<file path="config.mk">
export PLATFORM = sky130hd
export DESIGN_NAME = display_bcd_formatter
export DESIGN_NICKNAME = d
export VERILOG_FILES = /design/src/rtl/display_bcd_formatter.sv
export SDC_FILE = /design/constraint.sdc
export NUM_CORES = 1
export LEC_CHECK = 0
export BUFFER_PORTS_ARGS = -buffer_cell sky130_fd_sc_hd__buf_2
export CAP_MARGIN = 20
export CORE_MARGIN = 2
export CORE_UTILIZATION = 45
export CTS_BUF_LIST = sky130_fd_sc_hd__clkbuf_16
export DETAILED_ROUTE_END_ITERATION = 10
export MAX_ROUTING_LAYER = met4
export PLACE_DENSITY = 0.72
export SYNTH_ARGS = -nofsm -noshare
export SYNTH_HDL_FRONTEND = slang
export SYNTH_SLANG_ARGS = --single-unit
</file>
<file path="constraint.sdc">
create_clock -name clk -period 2.7 [get_ports clk]
set_input_delay 0.135 -clock clk [delete_from_list [all_inputs] [get_ports clk]]
set_output_delay 0.135 -clock clk [all_outputs]
set_load 0.05 [all_outputs]
</file>
<file path="src/rtl/display_bcd_formatter.sv">
// display_bcd_formatter: binary-to-BCD display formatter with valid/ready
// handshakes. One double-dabble step per clock, followed by one formatting
// cycle that registers digit codes, blanking, sign, decimal point and overflow.
//
// state | meaning
// IDLE  | in_ready high, waiting for an input handshake
// CONV  | DATA_W shift-add-3 steps, one per clock
// FMT   | builds and registers the display outputs
// DONE  | result held with out_valid high until out_ready
module display_bcd_formatter #(
  parameter int         DATA_W      = 16,
  parameter int         DIGITS      = 6,
  parameter int         FRAC_DIGITS = 2,
  parameter int         SIGNED      = 1,
  parameter logic [3:0] SIGN_CODE   = 4'hA
) (
  input  logic                  clk,
  input  logic                  rst_n,
  input  logic                  in_valid,
  output logic                  in_ready,
  input  logic [DATA_W-1:0]     data_in,
  output logic                  out_valid,
  input  logic                  out_ready,
  output logic [4*DIGITS-1:0]   data_out,
  output logic [DIGITS-1:0]     dat_en,
  output logic [DIGITS-1:0]     dot_en,
  output logic                  neg,
  output logic                  ovf
);

  function automatic logic [63:0] pow10(input int n);
    logic [63:0] r;
    r = 64'd1;
    for (int i = 0; i < n; i++) r = r * 64'd10;
    return r;
  endfunction

  localparam int BW = 4 * DIGITS;
  localparam int CW = $clog2(DATA_W);
  // A negative value gives up its leftmost digit to the minus sign.
  localparam logic [63:0] LIMIT_POS = pow10(DIGITS) - 64'd1;
  localparam logic [63:0] LIMIT_NEG = pow10(DIGITS - 1) - 64'd1;
  localparam logic [DIGITS-1:0] DOT_MASK =
    (FRAC_DIGITS > 0) ? (DIGITS'(1) << FRAC_DIGITS) : '0;

  typedef enum logic [1:0] {IDLE, CONV, FMT, DONE} state_t;

  state_t              state_q;
  logic [CW-1:0]       cnt_q;
  logic [BW-1:0]       bcd_q;
  logic [DATA_W-1:0]   mag_q;
  logic                in_neg_q;
  logic                in_ovf_q;
  logic                in_ready_q;
  logic                out_valid_q;
  logic [BW-1:0]       data_out_q;
  logic [DIGITS-1:0]   dat_en_q;
  logic [DIGITS-1:0]   dot_en_q;
  logic                neg_q;
  logic                ovf_q;

  logic                neg_d;
  logic [DATA_W-1:0]   mag_d;
  logic                ovf_d;
  logic [BW-1:0]       bcd_adj;
  logic [BW-1:0]       bcd_d;
  logic [BW-1:0]       code_d;
  logic [DIGITS-1:0]   en_d;
  int                  lead;

  // Sign, magnitude and overflow of the value presented at the input.
  // The most negative value maps to magnitude 2^(DATA_W-1) as unsigned bits.
  always_comb begin
    neg_d = (SIGNED != 0) && data_in[DATA_W-1];
    mag_d = neg_d ? (~data_in + DATA_W'(1)) : data_in;
    ovf_d = neg_d ? (64'(mag_d) > LIMIT_NEG) : (64'(mag_d) > LIMIT_POS);
  end

  // One double-dabble step: add 3 to every nibble >= 5, then shift in the next bit.
  // Bits that fall off the top only matter when the value overflowed anyway.
  always_comb begin
    bcd_adj = bcd_q;
    for (int i = 0; i < DIGITS; i++) begin
      if (bcd_q[4*i +: 4] >= 4'd5) bcd_adj[4*i +: 4] = bcd_q[4*i +: 4] + 4'd3;
    end
    bcd_d = {bcd_adj[BW-2:0], mag_q[DATA_W-1]};
  end

  // Digit codes and enables with leading-zero blanking and a floating sign.
  always_comb begin
    code_d = '0;
    en_d   = '0;
    lead   = 0;
    for (int i = 0; i < DIGITS; i++) begin
      if (bcd_q[4*i +: 4] != 4'd0) lead = i;
    end
    if (lead < FRAC_DIGITS) lead = FRAC_DIGITS;
    if (in_ovf_q) begin
      for (int i = 0; i < DIGITS; i++) begin
        code_d[4*i +: 4] = 4'd9;
        en_d[i]          = 1'b1;
      end
      if (in_neg_q) code_d[BW-1 -: 4] = SIGN_CODE;
    end else begin
      for (int i = 0; i < DIGITS; i++) begin
        if (i <= lead) begin
          code_d[4*i +: 4] = bcd_q[4*i +: 4];
          en_d[i]          = 1'b1;
        end else if (in_neg_q && (i == lead + 1)) begin
          code_d[4*i +: 4] = SIGN_CODE;
          en_d[i]          = 1'b1;
        end
      end
    end
  end

  // Control FSM with all handshake and display outputs registered.
  always_ff @(posedge clk) begin
    if (!rst_n) begin
      state_q     <= IDLE;
      cnt_q       <= '0;
      bcd_q       <= '0;
      mag_q       <= '0;
      in_neg_q    <= 1'b0;
      in_ovf_q    <= 1'b0;
      in_ready_q  <= 1'b1;
      out_valid_q <= 1'b0;
      data_out_q  <= '0;
      dat_en_q    <= '0;
      dot_en_q    <= '0;
      neg_q       <= 1'b0;
      ovf_q       <= 1'b0;
    end else begin
      case (state_q)
        IDLE: begin
          if (in_valid && in_ready_q) begin
            mag_q      <= mag_d;
            in_neg_q   <= neg_d;
            in_ovf_q   <= ovf_d;
            bcd_q      <= '0;
            cnt_q      <= CW'(DATA_W - 1);
            in_ready_q <= 1'b0;
            state_q    <= CONV;
          end
        end
        CONV: begin
          bcd_q <= bcd_d;
          mag_q <= mag_q << 1;
          if (cnt_q == '0) state_q <= FMT;
          else             cnt_q   <= cnt_q - CW'(1);
        end
        FMT: begin
          data_out_q  <= code_d;
          dat_en_q    <= en_d;
          dot_en_q    <= DOT_MASK;
          neg_q       <= in_neg_q;
          ovf_q       <= in_ovf_q;
          out_valid_q <= 1'b1;
          state_q     <= DONE;
        end
        DONE: begin
          if (out_ready) begin
            out_valid_q <= 1'b0;
            in_ready_q  <= 1'b1;
            state_q     <= IDLE;
          end
        end
        default: state_q <= IDLE;
      endcase
    end
  end

  assign in_ready  = in_ready_q;
  assign out_valid = out_valid_q;
  assign data_out  = data_out_q;
  assign dat_en    = dat_en_q;
  assign dot_en    = dot_en_q;
  assign neg       = neg_q;
  assign ovf       = ovf_q;

endmodule

</file>
==> results.yml <==
min_path:
  hold_class: "in -> reg"
  timing.hold.worst_path_depth: 3
  worstHoldStart: "data_in[13]"
  worst_hold_path.endpoint: "mag_q[13]"
logic_synthesis:
  synthesis.area_mm2: 0.00420
  ys_dominant_reg_cell: "sky130_fd_sc_hd__dfxtp_1"
  sequential_cell_area_fraction_in_the_yosys_report_pct: 38.6
  count_of_flip_flops_with_a_built_in_enable_after_synthesis: 0
  synth.avg_cell_area_um2: 8.80
  synthArstFlopShare_pct: 0
  synth_seq_cells: 81
  syn-instance-count: 477
  synth.lib_cells_used.distinct: 58
  yosys_warnings: 0
cells_and_area:
  final_nets: 568
  multiInputGateArea_mm2: 0.00237
  area_of_all_placed_cells_without_fillers_mm2: 0.00489
  area_delta_synth_final_pct: 16.5
  layout.area.seq_mm2: 0.00162
  post_layout_nonfiller_instances: 643
  final.fill_count: 824
  mostFrequentLayoutCells: "sky130_fd_sc_hd__dfxtp_1 (81), sky130_fd_sc_hd__buf_2 (53), sky130_fd_sc_hd__nand2_1 (36), sky130_fd_sc_hd__nor2b_1 (34), sky130_fd_sc_hd__o21ai_0 (28)"
  final_common_cell: "sky130_fd_sc_hd__dfxtp_1"
  final_layout_size_suffix_gt1_share_pct: 16.4
  insertedDiodeCount: 0
drt:
  drt-pass1-iter-count: 4
  drc: 0
  post_drt_wl_per_cell_um: 14.8
  drt-total-wl_um: 9510
  ant_nets: 0
  drt-initial-drc-count: 117
  drt-vias-per-instance: 5.55
  routed-via-count: 3569
floorplan:
  die_y_um: 101
  top_level_ports: 60
  start_util_pct: 45.9
  floorplan.die.width_um: 101
  rows: 35
  core_area_mm2: 0.00915
  floorplan_die_area_mm2: 0.0101
sta:
  final_period_minus_worst_setup_slack_ps: 2420
  tightest_slew_ps: 666
  maxClockFrequency_mhz: 413
  setup_viol_count_final: 0
  post_route_setup_tns_ps: 0
  rsz0062_at_grt: "false"
  holdWs_ps: 92.8
  final-max-slew-violation-count: 0
  period_share_pct: 89.7
  slew_headroom_pct: 55.6
  hold_viol: 0
  finClkSkew_ps: 6.48
power:
  power_frac_comb_pct: 36.5
  share_clk_of_total_power_pct: 28.4
  power_switching_share_pct: 38.0
  power.internal_w: 0.00272
  static-leakage-power_nw: 2.00
  seqPwrFrac_pct: 35.1
  power_density_of_the_placed_cells_mw_per_mm2: 897
  power.switching_w: 0.00167
  ir_worst_vdd_mv: 0.336
worst_setup_path:
  critPathCaptureType: "flip-flop"
  crit_slowest_cell: "sky130_fd_sc_hd__or2_2"
  number_of_buffer_and_inverter_instances_along_the_worst_setup_path: 1
  max_stage_delay_on_crit_path_ps: 330
  setup.worst_path.start_class: "flip-flop"
  critical_path_arrival_ps: 2680
  ff2ff_setup_slack_ps: 280
  worst-path-stages: 10
  critPathKind: "reg -> reg"
  dominant_delay_contributor_by_cell_family_on_the_critical_path: "simple AND/OR/NAND/NOR gates"
  number_of_cell_instances_on_the_worst_register_to_register_path: 10
  worst-endpoint-required_ps: 2960
  worstPathMaxFanout: 4
  worstPathCellList: "inv_1 -> ha_1 -> nor3b_4 -> nand2_1 -> or2_2 -> ha_1 -> nand2b_1 -> o21ai_0 -> nand3_1 -> o21ai_0"
  r2r-end: "data_out[13]"
  critical_path.reg2reg.startpoint: "bcd_q[21]"
cts:
  cts.reportedPaths.clkPinSlew_ps: 60
  clkSinkCount: 81
  tritoncts: "done"
  cts_max_path_buffers: 2
  clock-root-buffer: "sky130_fd_sc_hd__clkbuf_16"
  numCtsBuffers: 9
  insertion_delay_of_the_later_clocked_pin_in_the_worst_skew_pair_ps: 330
  cts_max_level: 3
placed_design:
  placed_area_mm2: 0.00458
  io_buffers: 53
  dpl.hpwl_um: 6490
  placed_cell_count: 626
  finalWeightedCongestion: 0.834
outcome:
  outcome: "complete, no violations"
global_route:
  grt_ovf: 0
  grt_first_pass_wirelength_um: 16200
  globalRouteTotalUtil_pct: 20.3
  antenna_found_initial: 0
  grt_max_degree: 47
  first_global_vias: 3425
run:
  cap_viol_max_count: 0
-- final cells by class --
| class | count | area share, % |
|---|---|---|
| timing repair buffer | 64 | 7.37 |
| multi-input combinational | 345 | 48.4 |
| sequential | 81 | 33.1 |
| clock buffer | 9 | 4.60 |
| inverter | 26 | 1.99 |
| tap | 111 | 2.84 |
| clock inverter | 7 | 1.61 |
-- power groups by stage --
stage,clock network (W),registers [W],logic (W)
floorplan,0,0.00181,0.000899
global placement,0,0.00155,0.00156
detailed placement,0,0.00156,0.00159
CTS,0.00127,0.00154,0.00160
global route,0.00133,0.00157,0.00175
finish,0.00125,0.00154,0.00160
-- sequential cells by signal, indices dropped and copies added, names as in the netlist, 2 cells and up --
signal / flops
bcd_q: 24
cnt_q: 4
dat_en: 6
data_out: 24
mag_q: 16
state_q: 2
-- routing by layer --
layer	vias to the layer above	wire, um	track usage [%]
li1	1783	-	-
met1	1672	4290	24.2
met2	94	4610	33.9
met3	20	448	4.51
met4	0	166	6.74
met5	-	0	-
-- cell usage after synthesis (all sizes together), types with 5 or more instances --
cell    instances  share of area [%]
clkbuf         22                2.0
o31ai           7                1.3
o211ai          6                1.1
nand2          36                3.2
dfxtp          81                 39
inv            24                2.1
xnor2           9                1.9
o21a            5               0.89
nor2b          34                5.1
nor3            9                1.1
buf             8                1.3
and2            7                1.0
or3             5               0.89
a21oi          22                2.6
nor2           15                1.3
a22oi          14                2.5
nand2b         11                1.6
nand3          21                2.6
a21boi         13                2.3
xor2            8                1.7
ha             21                6.3
mux2i          21                5.0
o21ai          30                3.6
-- worst reg2reg max path: stages (launching register included) --
cell and delay [ps]:
sky130_fd_sc_hd__dfxtp_1 310, sky130_fd_sc_hd__inv_1 110, sky130_fd_sc_hd__ha_1 210, sky130_fd_sc_hd__nor3b_4 250, sky130_fd_sc_hd__nand2_1 130, sky130_fd_sc_hd__or2_2 330, sky130_fd_sc_hd__ha_1 280, sky130_fd_sc_hd__nand2b_1 160
sky130_fd_sc_hd__o21ai_0 230, sky130_fd_sc_hd__nand3_1 140, sky130_fd_sc_hd__o21ai_0 180
-- repair_timing --
item                       4_1_cts  5_1_grt
hold buffers                     0        0
setup buffers                    0        1
gates resized for setup          0        1
setup endpoints to repair        0        2
-- metrics by stage --
step | power, W | setup WS, ps | utilization (%)
detailed placement | 0.00316 | 196 | 50.0
floorplan | 0.00271 | 509 | -
global placement | 0.00312 | 355 | 50.0
finish | 0.00439 | 278 | 53.5
global route | 0.00465 | 80.1 | 53.5
CTS | 0.00441 | 172 | 53.3
-- cells by family (layout without fill, tap and decap cells) --
family | count (synthesis) | count (layout) | share of synthesized area, %
buffers and inverters | 56 | 106 | 5.57
xor gates and xnor gates | 17 | 17 | 3.55
AOI/OAI and AO/OA | 131 | 131 | 21.5
and+or+nand+nor | 148 | 148 | 19.1
adders and majority gates | 21 | 21 | 6.26
other | 1 | 6 | 0.0893
muxes | 22 | 22 | 5.28
DFF | 81 | 81 | 38.6
-- worst max path at each step --
stage | to | slack, ps | startpoint
5_1_grt | data_out[13] | 80 | bcd_q[21]
2_1_floorplan | data_out[13] | 510 | bcd_q[16]
3_3_place_gp | data_out[13] | 350 | bcd_q[21]
6_report | data_out[13] | 280 | bcd_q[21]
4_1_cts | data_out[13] | 170 | bcd_q[16]
3_5_place_dp | data_out[13] | 200 | bcd_q[16]
No activity file was read; power rests on OpenSTA's default activity.
